$ cat src/rtl/keypad_pkg.sv
// Shared constants, types and key map for the 4x4 keypad scanner.
package keypad_pkg;

  localparam logic [3:0] ROW_0 = 4'b0111;
  localparam logic [3:0] ROW_1 = 4'b1011;
  localparam logic [3:0] ROW_2 = 4'b1101;
  localparam logic [3:0] ROW_3 = 4'b1110;

  typedef enum logic [1:0] {IDLE, PRESS_CNT, HELD, RELEASE_CNT} db_state_t;
  typedef enum logic [1:0] {NONE, KEY, MULTI} frame_res_t;

  function automatic logic [3:0] row_drive(input logic [1:0] idx);
    logic [3:0] r;
    case (idx)
      2'd0:    r = ROW_0;
      2'd1:    r = ROW_1;
      2'd2:    r = ROW_2;
      default: r = ROW_3;
    endcase
    return r;
  endfunction

  // col_idx 0 is the column sensed on bit 3 (pattern 0111).
  function automatic logic [3:0] key_map(input logic [1:0] row_idx, input logic [1:0] col_idx);
    logic [3:0] code;
    case ({row_idx, col_idx})
      4'h0: code = 4'hf;
      4'h1: code = 4'he;
      4'h2: code = 4'hd;
      4'h3: code = 4'hc;
      4'h4: code = 4'hb;
      4'h5: code = 4'h3;
      4'h6: code = 4'h6;
      4'h7: code = 4'h9;
      4'h8: code = 4'ha;
      4'h9: code = 4'h2;
      4'ha: code = 4'h5;
      4'hb: code = 4'h8;
      4'hc: code = 4'h0;
      4'hd: code = 4'h1;
      4'he: code = 4'h4;
      default: code = 4'h7;
    endcase
    return code;
  endfunction

endpackage

$ cat src/rtl/keypad_scanner_if.sv
// Keypad matrix drive/sense plus the debounced key outputs.
interface keypad_scanner_if;
  logic [3:0] keypad_row;
  logic [3:0] keypad_col;
  logic [3:0] key_code;
  logic       key_valid;
  logic       key_held;

  modport master (output keypad_row, key_code, key_valid, key_held, input keypad_col);
  modport slave  (input keypad_row, key_code, key_valid, key_held, output keypad_col);
endinterface

$ cat src/rtl/keypad_debounce.sv
// Frame-level debounce FSM: accepts a key after DEBOUNCE_FRAMES matching frames.
// Outputs update on the edge after frame_done; no backpressure, key_valid is a one-cycle strobe.
module keypad_debounce
  import keypad_pkg::*;
#(
  parameter int DEBOUNCE_FRAMES = 4
) (
  input  logic       clk,
  input  logic       rst,
  input  logic       frame_done,
  input  frame_res_t res_type,
  input  logic [3:0] res_code,
  output logic [3:0] key_code,
  output logic       key_valid,
  output logic       key_held
);

  localparam logic [3:0] DF = 4'(DEBOUNCE_FRAMES);

  db_state_t  state, state_nxt;
  logic [3:0] cand, cand_nxt, cnt, cnt_nxt, code_nxt, cnt_inc;
  logic       valid_nxt, held_nxt, do_accept, is_key, hit_cand;

  always_ff @(posedge clk) begin
    if (rst) begin
      state     <= IDLE;
      cand      <= '0;
      cnt       <= '0;
      key_code  <= '0;
      key_valid <= 1'b0;
      key_held  <= 1'b0;
    end else begin
      state     <= state_nxt;
      cand      <= cand_nxt;
      cnt       <= cnt_nxt;
      key_code  <= code_nxt;
      key_valid <= valid_nxt;
      key_held  <= held_nxt;
    end
  end

  always_comb begin
    state_nxt = state;
    cand_nxt  = cand;
    cnt_nxt   = cnt;
    code_nxt  = key_code;
    valid_nxt = 1'b0;
    held_nxt  = key_held;
    do_accept = 1'b0;
    is_key    = (res_type == KEY);
    hit_cand  = is_key && (res_code == cand);
    cnt_inc   = cnt + 4'd1;

    if (frame_done) begin
      case (state)
        IDLE: begin
          if (is_key) begin
            cand_nxt = res_code;
            if (DF == 4'd1) begin
              do_accept = 1'b1;
            end else begin
              state_nxt = PRESS_CNT;
              cnt_nxt   = 4'd1;
            end
          end
        end
        PRESS_CNT: begin
          if (hit_cand) begin
            if (cnt_inc >= DF) do_accept = 1'b1;
            else               cnt_nxt   = cnt_inc;
          end else if (is_key) begin
            cand_nxt = res_code;
            cnt_nxt  = 4'd1;
          end else begin
            state_nxt = IDLE;
            cnt_nxt   = '0;
          end
        end
        HELD: begin
          if (!hit_cand) begin
            if (DF == 4'd1) begin
              state_nxt = IDLE;
              held_nxt  = 1'b0;
            end else begin
              state_nxt = RELEASE_CNT;
              cnt_nxt   = 4'd1;
            end
          end
        end
        RELEASE_CNT: begin
          if (hit_cand) begin
            state_nxt = HELD;
            cnt_nxt   = '0;
          end else if (cnt_inc >= DF) begin
            state_nxt = IDLE;
            held_nxt  = 1'b0;
            cnt_nxt   = '0;
          end else begin
            cnt_nxt = cnt_inc;
          end
        end
        default: state_nxt = IDLE;
      endcase
    end

    // cand_nxt already holds the code being accepted on the IDLE path.
    if (do_accept) begin
      state_nxt = HELD;
      code_nxt  = cand_nxt;
      valid_nxt = 1'b1;
      held_nxt  = 1'b1;
      cnt_nxt   = '0;
    end
  end

endmodule

$ cat src/rtl/keypad_scanner.sv
// 4x4 keypad scanner: one-cold row walk, per-frame column collection, debounced key code out.
// Latency DEBOUNCE_FRAMES frames + 1 cycle from a stable frame start; no backpressure.
module keypad_scanner
  import keypad_pkg::*;
#(
  parameter int SCAN_DIV        = 250000,
  parameter int DEBOUNCE_FRAMES = 4
) (
  input  logic              clk,
  input  logic              rst,
  keypad_scanner_if.master  kp
);

  logic [3:0]  col_meta, col_sync;
  logic [31:0] div_cnt;
  logic [1:0]  row_idx, col_idx;
  logic        row_end, frame_done;
  logic        frame_any, frame_multi, any_nxt, multi_nxt;
  logic [3:0]  frame_code, code_nxt;
  logic [2:0]  n_low;
  frame_res_t  res_type;

  assign row_end       = (div_cnt == 32'(SCAN_DIV - 1));
  assign frame_done    = row_end && (row_idx == 2'd3);
  assign kp.keypad_row = row_drive(row_idx);

  always_ff @(posedge clk) begin
    if (rst) begin
      col_meta    <= 4'hf;
      col_sync    <= 4'hf;
      div_cnt     <= '0;
      row_idx     <= '0;
      frame_any   <= 1'b0;
      frame_multi <= 1'b0;
      frame_code  <= '0;
    end else begin
      col_meta <= kp.keypad_col;
      col_sync <= col_meta;
      if (row_end) begin
        div_cnt <= '0;
        row_idx <= row_idx + 2'd1;
        if (frame_done) begin
          frame_any   <= 1'b0;
          frame_multi <= 1'b0;
          frame_code  <= '0;
        end else begin
          frame_any   <= any_nxt;
          frame_multi <= multi_nxt;
          frame_code  <= code_nxt;
        end
      end else begin
        div_cnt <= div_cnt + 32'd1;
      end
    end
  end

  // Fold the current row's sample into the frame; on the last row this is the frame result.
  always_comb begin
    n_low   = '0;
    col_idx = '0;
    for (int i = 0; i < 4; i++) begin
      if (!col_sync[i]) begin
        n_low   = n_low + 3'd1;
        col_idx = 2'(3 - i);
      end
    end
    any_nxt   = frame_any || (n_low != 3'd0);
    multi_nxt = frame_multi || (n_low > 3'd1) || ((n_low != 3'd0) && frame_any);
    code_nxt  = ((n_low != 3'd0) && !frame_any) ? key_map(row_idx, col_idx) : frame_code;
    res_type  = multi_nxt ? MULTI : (any_nxt ? KEY : NONE);
  end

  keypad_debounce #(.DEBOUNCE_FRAMES(DEBOUNCE_FRAMES)) u_debounce (
    .clk        (clk),
    .rst        (rst),
    .frame_done (frame_done),
    .res_type   (res_type),
    .res_code   (code_nxt),
    .key_code   (kp.key_code),
    .key_valid  (kp.key_valid),
    .key_held   (kp.key_held)
  );

endmodule

$ cat src/flat_wrapper.sv
// flat-port wrapper written by rule: the top's interface ports become plain ports
module keypad_scanner_flat import keypad_pkg::*;
#(
  parameter int SCAN_DIV        = 250000,
  parameter int DEBOUNCE_FRAMES = 4
)
  (clk, rst, kp_keypad_row, kp_key_code, kp_key_valid, kp_key_held, kp_keypad_col);
  keypad_scanner_if kp_i ();
  input  logic clk;
  input  logic rst;
  output wire logic [$bits(kp_i.keypad_row)-1:0] kp_keypad_row;
  output wire logic [$bits(kp_i.key_code)-1:0] kp_key_code;
  output wire logic [$bits(kp_i.key_valid)-1:0] kp_key_valid;
  output wire logic [$bits(kp_i.key_held)-1:0] kp_key_held;
  input wire logic [$bits(kp_i.keypad_col)-1:0] kp_keypad_col;
  assign kp_keypad_row = kp_i.keypad_row;
  assign kp_key_code = kp_i.key_code;
  assign kp_key_valid = kp_i.key_valid;
  assign kp_key_held = kp_i.key_held;
  assign kp_i.keypad_col = kp_keypad_col;
  keypad_scanner #(.SCAN_DIV(SCAN_DIV), .DEBOUNCE_FRAMES(DEBOUNCE_FRAMES)) u_core (.clk(clk), .rst(rst), .kp(kp_i));
endmodule
$ cat config.mk
export PLATFORM = sky130hd
export DESIGN_NAME = keypad_scanner_flat
export DESIGN_NICKNAME = d
export VERILOG_FILES = /design/src/rtl/keypad_pkg.sv /design/src/rtl/keypad_scanner_if.sv /design/src/rtl/keypad_debounce.sv /design/src/rtl/keypad_scanner.sv /design/src/flat_wrapper.sv
export SDC_FILE = /design/constraint.sdc
export NUM_CORES = 1
export LEC_CHECK = 0
export CORE_MARGIN = 10
export CORE_UTILIZATION = 40
export DETAILED_ROUTE_END_ITERATION = 8
export GPL_ROUTABILITY_DRIVEN = 0
export REMOVE_ABC_BUFFERS = 1
export SETUP_SLACK_MARGIN = 0.1
export SLEW_MARGIN = 20
export SYNTH_ARGS = -nofsm -noshare
export SYNTH_HDL_FRONTEND = slang
export SYNTH_HIERARCHICAL = 1
export SYNTH_SLANG_ARGS = --single-unit
$ cat constraint.sdc
create_clock -name clk -period 4.4 [get_ports clk]
set_clock_uncertainty 0.2 [all_clocks]
set_input_delay 0.44 -clock clk [delete_from_list [all_inputs] [get_ports clk]]
set_output_delay 0.44 -clock clk [all_outputs]
set_load 0.005 [all_outputs]
==> metrics.md <==
| Metric | Value |
|---|---|
| Port Buffers | `15` |
| Max layer used | `met4` |
| Max Cap Viol | `0` |
| # fillers | `813` |
| Main synth FF type | `dfxtp_1` |
| #FFs+latches synth | `64` |
| Crit path kind | `flip-flop to flip-flop` |
| Adder-cell area share of the yosys netlist | `5.54%` |
| Proportion of synthesized area in mux cells | `3.11%` |
| Worst reg2reg setup slack | `0.51 ns` |
| Final min period | `3.89 ns` |
| Worst-case clock buffer depth | `2` |
| FMAX | `257 MHz` |
| WL/cell | `12.5 microns` |
| Total grt overflow | `0` |
| Post-DP HPWL | `4480 microns` |
| Die Ht | `111 microns` |
| Ant diodes | `0` |
| WP data arrival | `3.97 ns` |
| Vias in the first global route | `2411` |
| Vias per cell | `5.13` |
| Unrepaired setup endpoints after global routing | `false` |
| Yosys warnings | `6` |
| Post-DP Area | `3560 sq um` |
| Post-route cell area | `3760 sq um` |
| Final Hold Fails | `0` |
| Drt pass-1 iters | `5` |
| Power, Total | `1.17 mW` |
| Initial antenna violation count | `0` |
| # Post-CTS Setup Buffers | `0` |
| Count of cell types in the netlist | `53` |
| Reg area | `1280 sq um` |
| # H-tree levels | `3` |
| Slew Limit Fails | `0` |
| CTS buffer count | `9` |
| Synth async-reset ratio | `0%` |
| Synth top area share | `38.4%` |
| Worst-path clk slew | `0.08 ns` |
| Setup TNS | `0 ns` |
| Pwr/cell area | `312 nW/um^2` |
| Tcrit/Tclk final | `88.5%` |
| Dpl ws | `0.456 ns` |
| CTS tree | `yes` |
| Netlist Area Pre-Place | `3340 sq um` |
| Worst setup EP type | `flip-flop` |
| Largest family of logic cells by synthesized area | `simple AND/OR/NAND/NOR gates` |
| Syn_area_per_cell | `8.79 sq um` |
| Relative slew slack | `32.2%` |
| Peak supply drop | `0.000139 V` |
| Ports | `16` |
| Total track usage | `10.4%` |
| Final setup violation count | `0` |
| Worst hold path type | `flip-flop to flip-flop` |
| Commonest cells post-synth | `64 x dfxtp_1, 55 x nor2_1, 26 x nand2_1, 22 x xnor2_1, 17 x xor2_1` |
| Largest net degree at the start of global routing | `32` |
| Final hold slack | `0.210 ns` |
| Startpoint Class | `flip-flop` |
| Global-route wire length before repair | `11100 microns` |
| Core area | `8180 sq um` |
| P_leak | `1.39 nW` |
| Crit path max fanout | `9` |
| Clk Latency, worst-skew pair | `0.33 ns` |
| CP required | `4.47 ns` |
| Final worst slack | `0.505 ns` |
| Status | `finished, final reports clean` |
| Final wirelength | `6270 microns` |
| Area leader, netlist | `dfxtp_1` |
| Simple-gate portion of the synthesized area | `30.3%` |
| Clk sink count | `64` |
| Most numerous cell in the Yosys netlist | `dfxtp_1` |
| Layout cell share with drive strength beyond 1 | `10.6%` |
| Synth area leaders | `dfxtp_1 38%, nor2_1 6.2%, xnor2_1 5.8%` |
| Final core occ | `46.0%` |
| Number of cells after detailed placement | `487` |
| DR DRC count | `0` |
| Gate Count Post-Synth | `380` |
| Finished Layout Cells | `502` |
| DRT antenna net count | `0` |
| Post-Synth XOR/XNOR Area | `10.2%` |
| Synth Area in Compound Gates | `8.54%` |
| Die area | `12400 sq um` |
| Synth-to-layout area growth | `12.5%` |
| Cell Rows | `33` |
| Worst Tran Pin Value | `1.01 ns` |
| DR WL met2 | `2660 microns` |
| Met3 WL | `255 microns` |
| Number of synthesized flops with an enable pin | `0` |
| Starting Density | `40.9%` |
| Die Wd | `111 microns` |
| Area of the multi-input gates | `1930 sq um` |
| WL met1 | `3290 microns` |
| Routed vias | `2574` |
| Nets | `413` |
| Clock root buffer | `clkbuf_8` |
| Seq/Total Area, Yosys | `38.4%` |
| Detailed Route Iter0 Violations | `129` |
[flip-flops by register name, summed over array words and instances, names as in the netlist]
signal / count
u_core/div_cnt: 32
u_core/col_meta: 4
u_core/col_sync: 4
u_core/frame_code: 4
u_core/u_debounce/cand: 4
u_core/u_debounce/cnt: 4
u_core/u_debounce/key_code: 4
u_core/row_idx: 2
u_core/u_debounce/state: 2
u_core/frame_any: 1
u_core/frame_multi: 1
u_core/u_debounce/key_held: 1
u_core/u_debounce/key_valid: 1
[critical path: stages, from the launching register on]
cell      delay, ns
dfxtp_1        0.34
inv_1          0.06
ha_1           0.33
xnor2_1        0.33
ha_1           0.29
nor2_1         0.09
a31oi_1        0.08
o21ba_2        0.32
o311ai_1       0.13
o21ai_0        0.24
xor2_1         0.23
nor4_4         0.38
and2_1         0.28
xnor2_1        0.08
or3_1          0.31
a21boi_1       0.13
[area by class of cell]
cell class,count,area share (%)
Clock inverter,5,1.53
Multi-Input combinational cell,287,51.4
Clock buffer,10,3.66
Timing Repair Buffer,17,4.39
Sequential cell,64,34.1
Tap cell,105,3.50
Inverter,14,1.40
[logic make-up after synthesis]
family,after synthesis
compound gates,39
simple gates,184
xor+xnor,39
fa+ha+maj,15
flops,64
buf+inv,29
mux,10
[routing by layer]
| layer | vias to the layer above | GRT usage (%) |
|---|---|---|
| met5 | - | 0 |
| met4 | 0 | 3.86 |
| met3 | 7 | 3.49 |
| met2 | 33 | 15.6 |
| met1 | 1187 | 13.6 |
| li1 | 1347 | - |
[timing repair]
action                                  4_1_cts  5_1_grt
resized for setup                             0        1
endpoints found under the setup margin        0        1
hold buffers                                  0        0
[power by group]
| group | switching [mW] | leakage, nW | total [mW] | internal [mW] |
|---|---|---|---|---|
| registers | 0.00495 | 0.518 | 0.591 | 0.586 |
| clock network | 0.225 | 0.0904 | 0.498 | 0.273 |
| logic | 0.0462 | 0.778 | 0.0825 | 0.0363 |
[worst paths after layout]
path              depth (start not counted)               start                       end
setup / recovery                         15  u_core/col_sync[0]  u_core/u_debounce/cnt[1]
hold / removal                            1  u_core/col_meta[1]        u_core/col_sync[1]
setup reg to reg                         15  u_core/col_sync[0]  u_core/u_debounce/cnt[1]
hold reg to reg                           1  u_core/col_meta[1]        u_core/col_sync[1]
[cell usage in the layout (no fill, tap or decap), drive strengths merged, types with 6 or more instances in the layout]
cell type	instances
o21ai	12
xor2	17
and4	6
nand2b	8
ha	14
nor2b	6
nand3	15
and3	7
a21oi	6
inv	14
or2	11
dfxtp	64
nor4	15
xnor2	22
nand4	13
nor2	55
clkbuf	10
nand2	26
mux2i	7
clkdlybuf4s50	15
Note: power is estimated with default switching activity, not from simulation.
